File: src/rtl/wb_arbiter_if.sv
// Writeback arbiter bus bundle.
// Groups the ALU result channel, the LSU result channel, the long-latency
// issue notification and the register-file write port with the busy mask.
//   slave  : seen by wb_arbiter (consumes results, drives rf_* / busy / readies)
//   master : seen by the producer side (ALU, LSU, decode) or a testbench
interface wb_arbiter_if #(
  parameter int WORD = 32
);
  logic            alu_valid;
  logic            alu_ready;
  logic [4:0]      alu_rd;
  logic [WORD-1:0] alu_data;
  logic            lsu_valid;
  logic            lsu_ready;
  logic [4:0]      lsu_rd;
  logic [WORD-1:0] lsu_data;
  logic            issue_valid;
  logic [4:0]      issue_rd;
  logic [WORD-1:0] rf_data;
  logic [4:0]      rf_waddr;
  logic            rf_we;
  logic [31:0]     busy;

  modport slave (
    input  alu_valid, alu_rd, alu_data,
    input  lsu_valid, lsu_rd, lsu_data,
    input  issue_valid, issue_rd,
    output alu_ready, lsu_ready,
    output rf_data, rf_waddr, rf_we, busy
  );

  modport master (
    output alu_valid, alu_rd, alu_data,
    output lsu_valid, lsu_rd, lsu_data,
    output issue_valid, issue_rd,
    input  alu_ready, lsu_ready,
    input  rf_data, rf_waddr, rf_we, busy
  );
endinterface

File: src/rtl/wb_arbiter.sv
// Writeback arbiter and scoreboard for the single register-file write port.
// ALU results commit directly; LSU results go through a QDEPTH-entry FIFO.
// The ALU normally wins, but after STARVE_MAX consecutive ALU commits that
// block a non-empty FIFO the FIFO head is forced through for one cycle.
// Ports:
//   clk  : clock, rising edge
//   rstn : asynchronous active-low reset
//   bus  : wb_arbiter_if.slave (ALU/LSU/issue inputs, readies, rf_*, busy)
module wb_arbiter #(
  parameter int WORD       = 32,
  parameter int QDEPTH     = 2,
  parameter int STARVE_MAX = 4
) (
  input  logic          clk,
  input  logic          rstn,
  wb_arbiter_if.slave   bus
);
  localparam int          PW         = $clog2(QDEPTH);
  localparam logic [3:0]  STARVE_LIM = 4'(STARVE_MAX);

  // FIFO storage and pointers (one extra wrap bit to tell full from empty)
  logic [4:0]      q_rd_r   [QDEPTH];
  logic [WORD-1:0] q_data_r [QDEPTH];
  logic [PW:0]     wr_ptr_r;
  logic [PW:0]     rd_ptr_r;
  logic [3:0]      starve_cnt_r;
  logic [31:0]     busy_r;
  logic [WORD-1:0] rf_data_r;
  logic [4:0]      rf_waddr_r;
  logic            rf_we_r;

  logic            empty_s;
  logic            full_s;
  logic            force_s;
  logic            head_commit_s;
  logic            alu_commit_s;
  logic            enq_s;
  logic [4:0]      head_rd_s;
  logic [WORD-1:0] head_data_s;
  logic [4:0]      commit_rd_s;
  logic [WORD-1:0] commit_data_s;
  logic [3:0]      starve_nxt_s;
  logic [31:0]     busy_nxt_s;

  assign head_rd_s   = q_rd_r[rd_ptr_r[PW-1:0]];
  assign head_data_s = q_data_r[rd_ptr_r[PW-1:0]];

  // Commit selection, starvation counter and scoreboard next-state
  always_comb begin
    empty_s = (wr_ptr_r == rd_ptr_r);
    full_s  = (wr_ptr_r[PW] != rd_ptr_r[PW]) &&
              (wr_ptr_r[PW-1:0] == rd_ptr_r[PW-1:0]);
    force_s = (starve_cnt_r == STARVE_LIM) && !empty_s;

    // Forced head, or head when the ALU has nothing to offer
    head_commit_s = force_s || (!bus.alu_valid && !empty_s);
    alu_commit_s  = !force_s && bus.alu_valid;
    // Writes to x0 are dropped at the FIFO input
    enq_s         = bus.lsu_valid && !full_s && (bus.lsu_rd != 5'd0);

    if (head_commit_s) begin
      commit_rd_s   = head_rd_s;
      commit_data_s = head_data_s;
    end else begin
      commit_rd_s   = bus.alu_rd;
      commit_data_s = bus.alu_data;
    end

    if (empty_s || head_commit_s) begin
      starve_nxt_s = 4'd0;
    end else if (alu_commit_s && (starve_cnt_r != STARVE_LIM)) begin
      starve_nxt_s = starve_cnt_r + 4'd1;
    end else begin
      starve_nxt_s = starve_cnt_r;
    end

    // Clear first, then set, so a same-edge set on the same register wins
    busy_nxt_s = busy_r;
    if (head_commit_s) begin
      busy_nxt_s[head_rd_s] = 1'b0;
    end else begin
      busy_nxt_s = busy_nxt_s;
    end
    if (bus.issue_valid && (bus.issue_rd != 5'd0)) begin
      busy_nxt_s[bus.issue_rd] = 1'b1;
    end else begin
      busy_nxt_s = busy_nxt_s;
    end
    busy_nxt_s[0] = 1'b0;
  end

  // FIFO pointers and storage
  always_ff @(posedge clk or negedge rstn) begin
    if (!rstn) begin
      wr_ptr_r <= '0;
      rd_ptr_r <= '0;
      for (int i = 0; i < QDEPTH; i++) begin
        q_rd_r[i]   <= 5'd0;
        q_data_r[i] <= '0;
      end
    end else begin
      if (enq_s) begin
        q_rd_r[wr_ptr_r[PW-1:0]]   <= bus.lsu_rd;
        q_data_r[wr_ptr_r[PW-1:0]] <= bus.lsu_data;
        wr_ptr_r                   <= wr_ptr_r + {{PW{1'b0}}, 1'b1};
      end
      if (head_commit_s) begin
        rd_ptr_r <= rd_ptr_r + {{PW{1'b0}}, 1'b1};
      end
    end
  end

  // Starvation counter, busy mask and registered write port
  always_ff @(posedge clk or negedge rstn) begin
    if (!rstn) begin
      starve_cnt_r <= 4'd0;
      busy_r       <= 32'd0;
      rf_data_r    <= '0;
      rf_waddr_r   <= 5'd0;
      rf_we_r      <= 1'b0;
    end else begin
      starve_cnt_r <= starve_nxt_s;
      busy_r       <= busy_nxt_s;
      if (head_commit_s || alu_commit_s) begin
        rf_data_r  <= commit_data_s;
        rf_waddr_r <= commit_rd_s;
        rf_we_r    <= (commit_rd_s != 5'd0);
      end else begin
        rf_we_r    <= 1'b0;
      end
    end
  end

  assign bus.alu_ready = !force_s;
  assign bus.lsu_ready = !full_s;
  assign bus.rf_data   = rf_data_r;
  assign bus.rf_waddr  = rf_waddr_r;
  assign bus.rf_we     = rf_we_r;
  assign bus.busy      = busy_r;
endmodule
File: src/flat_wrapper.sv
// flat-port wrapper written by rule: the top's interface ports become plain ports
module wb_arbiter_flat 
#(
  parameter int WORD       = 32,
  parameter int QDEPTH     = 2,
  parameter int STARVE_MAX = 4
)
  (clk, rstn, bus_alu_valid, bus_alu_rd, bus_alu_data, bus_lsu_valid, bus_lsu_rd, bus_lsu_data, bus_issue_valid, bus_issue_rd, bus_alu_ready, bus_lsu_ready, bus_rf_data, bus_rf_waddr, bus_rf_we, bus_busy);
  wb_arbiter_if #(.WORD(WORD)) bus_i ();
  input  logic clk;
  input  logic rstn;
  input wire logic [$bits(bus_i.alu_valid)-1:0] bus_alu_valid;
  input wire logic [$bits(bus_i.alu_rd)-1:0] bus_alu_rd;
  input wire logic [$bits(bus_i.alu_data)-1:0] bus_alu_data;
  input wire logic [$bits(bus_i.lsu_valid)-1:0] bus_lsu_valid;
  input wire logic [$bits(bus_i.lsu_rd)-1:0] bus_lsu_rd;
  input wire logic [$bits(bus_i.lsu_data)-1:0] bus_lsu_data;
  input wire logic [$bits(bus_i.issue_valid)-1:0] bus_issue_valid;
  input wire logic [$bits(bus_i.issue_rd)-1:0] bus_issue_rd;
  output wire logic [$bits(bus_i.alu_ready)-1:0] bus_alu_ready;
  output wire logic [$bits(bus_i.lsu_ready)-1:0] bus_lsu_ready;
  output wire logic [$bits(bus_i.rf_data)-1:0] bus_rf_data;
  output wire logic [$bits(bus_i.rf_waddr)-1:0] bus_rf_waddr;
  output wire logic [$bits(bus_i.rf_we)-1:0] bus_rf_we;
  output wire logic [$bits(bus_i.busy)-1:0] bus_busy;
  assign bus_i.alu_valid = bus_alu_valid;
  assign bus_i.alu_rd = bus_alu_rd;
  assign bus_i.alu_data = bus_alu_data;
  assign bus_i.lsu_valid = bus_lsu_valid;
  assign bus_i.lsu_rd = bus_lsu_rd;
  assign bus_i.lsu_data = bus_lsu_data;
  assign bus_i.issue_valid = bus_issue_valid;
  assign bus_i.issue_rd = bus_issue_rd;
  assign bus_alu_ready = bus_i.alu_ready;
  assign bus_lsu_ready = bus_i.lsu_ready;
  assign bus_rf_data = bus_i.rf_data;
  assign bus_rf_waddr = bus_i.rf_waddr;
  assign bus_rf_we = bus_i.rf_we;
  assign bus_busy = bus_i.busy;
  wb_arbiter #(.WORD(WORD), .QDEPTH(QDEPTH), .STARVE_MAX(STARVE_MAX)) u_core (.clk(clk), .rstn(rstn), .bus(bus_i));
endmodule
File: config.mk
export PLATFORM = sky130hd
export DESIGN_NAME = wb_arbiter_flat
export DESIGN_NICKNAME = d
export VERILOG_FILES = /design/src/rtl/wb_arbiter_if.sv /design/src/rtl/wb_arbiter.sv /design/src/flat_wrapper.sv
export SDC_FILE = /design/constraint.sdc
export NUM_CORES = 1
export LEC_CHECK = 0
export ABC_AREA = 1
export BUFFER_PORTS_ARGS = -buffer_cell sky130_fd_sc_hd__buf_2
export CORE_MARGIN = 3
export CORE_UTILIZATION = 40
export CTS_BUF_LIST = sky130_fd_sc_hd__clkbuf_8 sky130_fd_sc_hd__clkbuf_16
export DETAILED_ROUTE_END_ITERATION = 7
export HOLD_SLACK_MARGIN = 0.08
export MAX_ROUTING_LAYER = met4
export REMOVE_ABC_BUFFERS = 1
export SLEW_MARGIN = 20
export SYNTH_ARGS = -nofsm -noshare
export SYNTH_HDL_FRONTEND = slang
export SYNTH_SLANG_ARGS = --single-unit
File: constraint.sdc
create_clock -name clk -period 1.6 [get_ports clk]
set_input_delay 0.08 -clock clk [delete_from_list [all_inputs] [get_ports clk]]
set_output_delay 0.08 -clock clk [all_outputs]
set_load 0.03 [all_outputs]
# == Word-level counts from Yosys, hierarchy flattened ==
# Cells that the tools add are included.
# word_totals
reg_bits,151
latchBits,0
ram_bits,0
romBits,0
input_bits,84
mem_count,0
# op_classes
addsub,3
n_mul,0
n_div,0
magnitude_cmp,7
n_eq_ne,5
shifts,0
n_mux,23
bitwise_logic,5
n_reduce_logical,22
# ops
cell,count
32-bit 2-to-1 mux,7
64-bit bitwise mux,1
32-bit AND,1
32-bit demux with 1-bit select,1
32-bit inverter,1
32-bit OR,1
5-bit 2-to-1 mux,5
5-bit nonzero test,3
"5-bit by 6-bit less-than comparator with 1-bit output, second input constant",2
1-bit logical AND,11
10-bit bitwise mux,1
1-bit demux with 5-bit select,2
"5-bit by 1-bit >= comparator with 1-bit output, second input constant",2
4-bit 2-to-1 mux,2
5-bit demux with 1-bit select,1
"2-bit by 1-bit adder with 2-bit output, second input constant",2
"4-bit by 1-bit adder with 4-bit output, second input constant",1
"4-bit by 3-bit equality test with 1-bit output, second input constant",1
"2-bit >= comparator, second input constant",2
1-bit zero test,4
"4-bit by 3-bit inequality test with 1-bit output, second input constant",1
1-bit inverter with 2-bit output,2
1-bit logical OR,3
1-bit 2-to-1 mux,3
other kinds (5),5

# == Depth between registers and ports, before layout ==
# Gate-level depths: netlist (run 1).
# depth
ltp_word,13
mapped_depth,11
ltp_nobuf,11

# == Worst setup path after synthesis (run 1) ==
# No wires, ideal clock.
# synth_path
path_kind,flip-flop to flip-flop
start,register u_core.rd_ptr_r[0]
end,register u_core.q_data_r[22] (netlist bit)
arrival_ns,1.599
required_time_ns,1.524
path_slack_ns,-0.075
path_stages_with_launch,11
n_path_buf,2
synth_period_minus_slack_ns,1.675
cell_sequence,dfrtp_1 inv_2 nand2_1 nand2_2 nand3_2 and3_4 nand2_1 buf_4 buf_4 nand2_1 o21ai_1
# synth_via
elab_chain_cells,5
# synth_rtl
item,line,text
start: declaration,wb_arbiter.sv:25,logic [PW:0] rd_ptr_r;
start signal: assignment,wb_arbiter.sv:108,"rd_ptr_r <= rd_ptr_r + {{PW{1'b0}}, 1'b1};"
1-bit equality test,wb_arbiter.sv:52,(wr_ptr_r[PW-1:0] == rd_ptr_r[PW-1:0]);
1-bit logical AND,wb_arbiter.sv:51,full_s = (wr_ptr_r[PW] != rd_ptr_r[PW]) &&
1-bit zero test,--,
named net bus_lsu_ready,flat_wrapper.sv:21,output wire logic [$bits(bus_i.lsu_ready)-1:0] bus_lsu_ready;
1-bit logical AND (2 in series),wb_arbiter.sv:59,enq_s = bus.lsu_valid && !full_s && (bus.lsu_rd != 5'd0);
end signal: indexed assignment,wb_arbiter.sv:104,q_data_r[wr_ptr_r[PW-1:0]] <= bus.lsu_data;
end: declaration,wb_arbiter.sv:23,logic [WORD-1:0] q_data_r [QDEPTH];
# The timed path passes the listed nets, and every way through them passes these cells.
# A chain may end at the register's enable or synchronous reset.

# == Worst setup path after layout (run 1) ==
# layout_path
start,register u_core.rd_ptr_r[0]
end,register u_core.q_data_r[59] (netlist bit)
# layout_via
elab_chain_cells,5
# layout_rtl
item,line
1-bit equality test,wb_arbiter.sv:52
1-bit logical AND,wb_arbiter.sv:51
1-bit zero test,wb_arbiter.sv:59
1-bit logical AND (2 in series),wb_arbiter.sv:59
# No other way between the ends.

==> results of run 1 <==
power by group through the flow:
stage               clock network (mW)  logic (mW)  registers [mW]
detailed placement                   0        9.13            6.71
global placement                     0        8.98            6.71
finish                            4.55        11.8            6.87
global route                      4.77        12.9            7.09
floorplan                            0        4.00            8.45
CTS                               4.59        9.49            6.70
state kept, by name, indices dropped and copies added, names as in the netlist, 2 cells and up:
| signal | cells |
|---|---|
| u_core.rd_ptr_r | 2 |
| u_core.starve_cnt_r | 4 |
| u_core.q_rd_r | 10 |
| u_core.bus.busy | 31 |
| u_core.bus.rf_data | 32 |
| u_core.bus.rf_waddr | 5 |
| u_core.q_data_r | 64 |
| u_core.wr_ptr_r | 2 |
cells in the final DEF, fill, tap and decap left out, drive strengths merged:
master / n
a211oi: 1
and3: 1
buf: 204
bufinv: 6
clkbuf: 31
clkinv: 6
clkinvlp: 1
conb: 1
dfrtp: 151
dlygate4sd3: 80
ha: 2
inv: 67
nand2: 185
nand3: 15
nand3b: 1
nand4: 1
nor2: 81
o211ai: 24
o21ai: 193
or2: 1
xnor2: 1
xor2: 4
critical path, cell delays in order (launching register included):
cell and delay (ns):
dfrtp_1 0.42, buf_6 0.15, nand2_4 0.06, nand2_4 0.06, nand3_4 0.06, and3_4 0.34
nand2_4 0.15, clkbuf_16 0.20, nand2_1 0.06, o21ai_1 0.07
layout make-up:
cell class	instances	area (um2)
clock buffer	18	439
timing repair buffer	297	2480
tap	216	270
sequential	151	3780
multi-input combinational	511	2810
clock inverter	14	231
inverter	66	258
fill	1339	5730
worst paths after layout:
path / end / cells past startpoint
max: u_core.q_data_r[59] / 9
min: u_core.bus.busy[1] / 3
max reg2reg: u_core.q_data_r[59] / 9
min reg2reg: u_core.bus.rf_data[29] / 2
max in group asynchronous: u_core.q_data_r[35] / 3
min in group asynchronous: u_core.bus.rf_data[12] / 2
metrics by stage:
| step | util (%) | hold WS [ns] | TNS [ns] | total power [mW] | area (um2) |
|---|---|---|---|---|---|
| after global placement | 49.0 | 0.0684 | -1.47 | 15.7 | 7840 |
| after floorplan | - | -0.216 | -220.57 | 12.4 | 6390 |
| after CTS | 58.7 | 0.108 | -0.00144 | 20.8 | 9390 |
| after detailed placement | 49.0 | 0.0719 | -3.07 | 15.8 | 7840 |
| after global routing | 64.2 | 0.157 | -15.24 | 24.7 | 10300 |
| final | 64.2 | 0.128 | -4.87 | 23.2 | 10300 |
cell families (layout without fill, tap and decap cells):
group           Yosys count  in the layout
other cells               1              1
xor+xnor                  5              5
compound gates          218            218
fa+ha+maj                 2              2
buf+inv                 105            395
simple gates            283            285
flops                   151            151
per-layer routing:
| metal | share of wire (%) | global-route usage, % | vias to the layer above |
|---|---|---|---|
| met5 | 0 | - | - |
| met4 | 1.9 | 6.05 | 0 |
| met3 | 6.0 | 4.02 | 34 |
| met2 | 47 | 33.1 | 220 |
| met1 | 45 | 30.1 | 3038 |
| li1 | - | - | 3072 |
what timing repair did:
item	4_1_cts	5_1_grt
endpoints found under the hold margin	273	0
hold buffers	80	0
pin swaps	4	19
gates cloned	1	22
resized for setup	17	158
buffers inserted	2	4
setup endpoints to repair	63	128
==> summary.md, run 1 <==
| Metric | Value |
|---|---|
| Area growth from synthesis to layout | `55.6%` |
| Lkg Pwr | `4.97 nW` |
| Post-synthesis mux area share | `0%` |
| Post-synth top area cell | `dfrtp_1` |
| Post-synth top cells | `180 x nand2_1, 151 x dfrtp_1, 135 x o21ai_1` |
| Worst Setup Start Kind | `flop` |
| Worst-path fanout max | `10` |
| Hpwl dp | `11,700 um` |
| XOR/XNOR Fraction of Synth Area | `0.664%` |
| Slew HR | `66.8%` |
| Largest net degree at the start of global routing | `53` |
| Total gr overflow | `0` |
| Crit end category | `flop` |
| Compound-Gate Fraction of Synth Area | `17.5%` |
| Fin nets | `1,130` |
| Sw power | `10.0 mW` |
| Die height | `134 um` |
| Vias per Instance | `5.00` |
| Synth async-reset ratio | `100%` |
| Synth area leaders | `dfrtp_1 57%, nand2_1 10%, o21ai_1 10%` |
| Synth Cell Area | `6600 um2` |
| I/O pins | `156` |
| Die W | `134 um` |
| Required @ worst endpoint | `1.90 ns` |
| Total CTS buffers | `17` |
| Global-route wire length before repair | `30,500 um` |
| Post-synthesis area per instance | `8.63 um2` |
| DR pass1 iterations | `5` |
| Cells after synthesis | `765` |
| Crit path from | `u_core.rd_ptr_r[0]` |
| Sequential cell fraction of total power | `29.6%` |
| Final min period | `1.71 ns` |
| Share of the synthesized area in the top cell type | `57.3%` |
| Finished Layout Cells | `1,273` |
| Largest family of logic cells by synthesized area | `compound AO/OA/AOI/OAI gates` |
| Slack of the critical path | `-0.113 ns` |
| FF+latch count, synth | `151` |
| Max Slew Vio Count | `0` |
| Synth Area in Adders | `0.379%` |
| Comb power frac | `50.8%` |
| EDFF count, synth | `0` |
| Drt drc | `0` |
| N_diodes | `0` |
| Core area | `16,000 um2` |
| Final ANT Viol Nets | `0` |
| Internal cell power | `13.2 mW` |
| 1st-iter DRT viols | `395` |
| Via Count | `6,364` |
| Placed insts | `1,132` |
| Share of layout cells above drive strength 1 | `34.2%` |
| Setup slack, reg-to-reg | `-0.11 ns` |
| Initial antenna violation count | `0` |
| Final Hold Fails | `0` |
| CP Class | `flop to flop` |
| Worst-skew pair later-pin latency | `0.42 ns` |
| Final Wtd Congestion | `0.763` |
| Cell Pwr Density | `2260 nW/um2` |
| Register area share after synthesis | `57.3%` |
| Fin crit share | `107%` |
| HP Start | `bus_issue_rd[1]` |
| Failing checks | `negative setup slack` |
| Class of the worst hold path | `input pin to flop` |
| Max Clk Rate | `0.584 GHz` |
| Critical path arrival | `2.02 ns` |
| Buffers added on ports | `154` |
| Final Skew | `0.00819 ns` |
| Max Cap Viol | `0` |
| Yosys cell types | `28` |
| Count leader, synth | `nand2_1` |
| Max clock buf depth | `2` |
| RSZ-0062 raised after global routing | `yes` |
| DRT Wirelength | `21,200 um` |
| Max VDD drop | `1030 uV` |
| Root buf cell | `clkbuf_16` |
| Rows | `46` |
| Pre-CTS setup slack | `-0.139 ns` |
| Status | `finished, violations left` |
| Ys Warns | `0` |
| Final setup vio count | `106` |
| R2R Path Start | `u_core.rd_ptr_r[0]` |
| Vias in the first global route | `6,044` |
| Die ar. | `18,100 um2` |
| Main synth FF type | `dfrtp_1` |
| Share of total power in the clock network | `19.6%` |
| Reg clk slew, reported paths | `0.06 ns` |
| CTS tree | `yes` |
| CTS Sinks | `151` |
| Tot GR Track Use | `21.7%` |
| Initial Util | `41.2%` |
| H-tree levels | `4` |
| Net Sw Frac | `43.2%` |
| WL per Instance | `16.6 um` |
| Simple-Gate Fraction of Synth Area | `17.2%` |
| Worst-margin pin slew | `0.495 ns` |
No activity file was read; power rests on OpenSTA's default activity.
==> run 2, diff against run 1 <==
Settings changed: RECOVER_POWER from default to 100.
Clock period 1.6 ns to 1.5 ns, I/O delays scaled along.
==> run 2 against run 1 <==
The run still ends with negative setup slack left. Fmax rose by 1.4%. Wire length rose by 4.1%. Register-to-register slack got worse by 0.08 ns. Critical path type unchanged. Largest cell class unchanged. Largest power group unchanged. Highest routed layer unchanged.
==> summary.md, run 2 (same netlist as run 1, synthesis figures left out) <==
| Metric | Value |
|---|---|
| Register area | `3780 um2 (about the same)` |
| Worst Setup Start Kind | `flop` |
| Crit end category | `flop` |
| Max Cap Viol | `0 (unchanged)` |
| Finished Layout Cells | `1,286 (+1.0%)` |
| Fin crit share | `113% (+5.6 points)` |
| Global-route wire length before repair | `31,200 um (+2.4%)` |
| Hpwl dp | `11,900 um (+1.6%)` |
| Final Skew | `0.00849 ns (+0.000292 ns)` |
| Number of flip-flops in the largest register | `64 (unchanged)` |
| GRT busiest layer | `met2` |
| Via Count | `6,554 (+3.0%)` |
| Drt drc | `0 (unchanged)` |
| Share of layout cells above drive strength 1 | `36.4% (+2.2 points)` |
| Area of the multi-input gates | `3310 um2 (+18%)` |
| Area growth from synthesis to layout | `65.1%` |
| 1st-iter DRT viols | `363 (-8.1%)` |
| Worst-margin pin slew | `1.13 ns (+0.634 ns)` |
| Design area | `10,900 um2 (+6.1%)` |
| RSZ-0062 raised after global routing | `yes` |
| H-tree levels | `4 (unchanged)` |
| Required @ worst endpoint | `1.79 ns (-0.11 ns)` |
| Max clock buf depth | `2 (unchanged)` |
| Lkg Pwr | `5.06 nW (+1.8%)` |
| Max Clk Rate | `0.592 GHz (+1.4%)` |
| WL per Instance | `17.1 um (+3.0%)` |
| Area after DPL | `7960 um2 (+1.6%)` |
| Final core utilization | `68.1% (+3.9 points)` |
| Rows | `46 (unchanged)` |
| DRT Wirelength | `22,000 um (+4.1%)` |
| Failing checks | `negative setup slack` |
| Total CTS buffers | `17 (unchanged)` |
| CP Class | `flop to flop` |
| Initial Util | `41.2% (unchanged)` |
| Worst-path fanout max | `7 (-3)` |
| Vias in the first global route | `6,135 (+1.5%)` |
| Final ANT Viol Nets | `0 (unchanged)` |
| Worst-skew pair later-pin latency | `0.42 ns (about the same)` |
| Tot GR Track Use | `22.4% (+0.67 points)` |
| Buffers added on ports | `154 (unchanged)` |
| Die height | `134 um (unchanged)` |
| Slew HR | `24.8% (-42 points)` |
| Pre-CTS setup slack | `-0.248 ns (-0.109 ns)` |
| Placed insts | `1,145 (+1.1%)` |
| Status | `finished, violations left` |
| Max VDD drop | `1320 uV (+28%)` |
| Class of the worst hold path | `input pin to flop` |
| Max Slew Vio Count | `0 (unchanged)` |
| Root buf cell | `clkbuf_16` |
| Final Hold Fails | `0 (unchanged)` |
| I/O pins | `156 (unchanged)` |
| Die W | `134 um (unchanged)` |
| Slack of the critical path | `-0.189 ns (-0.0764 ns)` |
| Final Wtd Congestion | `0.762 (about the same)` |
| Total gr overflow | `0 (unchanged)` |
| Critical path arrival | `1.98 ns (-0.04 ns)` |
| Cell Pwr Density | `2430 nW/um2 (+7.2%)` |
| Core area | `16,000 um2 (unchanged)` |
| Fin nets | `1,144 (+1.2%)` |
| Final min period | `1.69 ns (-0.0236 ns)` |
| CTS Sinks | `151 (unchanged)` |
| CTS tree | `yes` |
| Met3 Usage GRT | `3.87% (-0.15 points)` |
| N_diodes | `0 (unchanged)` |
| Largest net degree at the start of global routing | `44 (-17%)` |
| Final setup vio count | `147 (+39%)` |
| Biggest register | `u_core.q_data_r` |
| Setup slack, reg-to-reg | `-0.19 ns (-0.08 ns)` |
| Initial antenna violation count | `0 (unchanged)` |
| DR pass1 iterations | `5 (unchanged)` |
| Grt met1 use | `30.0% (-0.13 points)` |
| Vias per Instance | `5.10 (+1.9%)` |
| Die ar. | `18,100 um2 (unchanged)` |
| Grt met2 use | `35.0% (+1.9 points)` |
| Fillers | `1,283 (-4.2%)` |
| Reg clk slew, reported paths | `0.06 ns (about the same)` |
| Commonest non-fill, non-tap cell in the layout | `dfrtp_1` |
| Most frequent cells in the layout | `150 x dfrtp_1, 109 x o21ai_1, 83 x buf_2, 82 x nand2_1, 80 x dlygate4sd3_1` |
[run 2: cell count changes in the layout (fill, tap and decap cells not counted), sizes merged]
cell    before  now
buf        204  148
bufinv       6    5
clkbuf      31  104
clkinv       6    3
[run 2: worst paths after layout]
| path | end | startpoint | cells after the start |
|---|---|---|---|
| worst max-delay path | u_core.bus.busy[8] | u_core.starve_cnt_r[1] | 10 |
| max in group asynchronous | u_core.bus.rf_data[16] | rstn | 3 |
| worst min-delay path | u_core.bus.busy[29] | bus_issue_rd[1] | 3 |
| worst min register to register | u_core.bus.rf_data[25] | u_core.bus.rf_data[25] | 2 |
| worst max register to register | u_core.bus.busy[8] | u_core.starve_cnt_r[1] | 10 |
| min in group asynchronous | u_core.bus.rf_data[12] | rstn | 2 |
[run 2: layer usage]
metal  share of wire [%]  up-vias
li1                    -     3111
met1                  44     3180
met2                  48      230
met3                 6.0       33
met4                 1.7        0
met5                   0        -
[run 2: what timing repair did]
item | in CTS | in global routing
buffers inserted | 6 | 2
gates cloned | 5 | 18
endpoints found under the setup margin | 140 | 147
pin swaps | 21 | 30
hold endpoints to repair | 281 | 0
hold buffers | 80 | 0
resized for setup | 97 | 234
[run 2: power by group]
group,switching (mW),internal [mW],leakage [nW]
logic,8.42,5.57,2.90
registers,1.61,6.10,1.84
clock network,1.64,3.10,0.328
[run 2: per-stage QoR]
step / total power, mW / hold WS (ns) / TNS [ns]
6_report: 26.4 / 0.135 / -14.67
5_1_grt: 28.0 / 0.135 / -25.04
4_1_cts: 23.5 / 0.132 / -7.14
3_5_place_dp: 17.2 / 0.0380 / -11.58
3_3_place_gp: 17.0 / 0.0351 / -9.29
2_1_floorplan: 13.3 / -0.221 / -235.86
[run 2: cell type report]
cell class | count | area share, %
Inverter | 66 | 2.34
Timing Repair Buffer | 311 | 24.1
Sequential cell | 151 | 34.7
Tap cell | 216 | 2.48
Multi-Input combinational cell | 511 | 30.4
Clock inverter | 10 | 1.61
Clock buffer | 21 | 4.41
[run 2: worst max-delay path, cell delays in order (launching register included)]
cell      delay, ns
dfrtp_1        0.38
inv_1          0.06
ha_2           0.15
nand3b_1       0.11
nand2_2        0.12
nand2_4        0.10
clkinv_4       0.09
buf_12         0.13
nand3_4        0.14
o21ai_1        0.19
o21ai_1        0.10
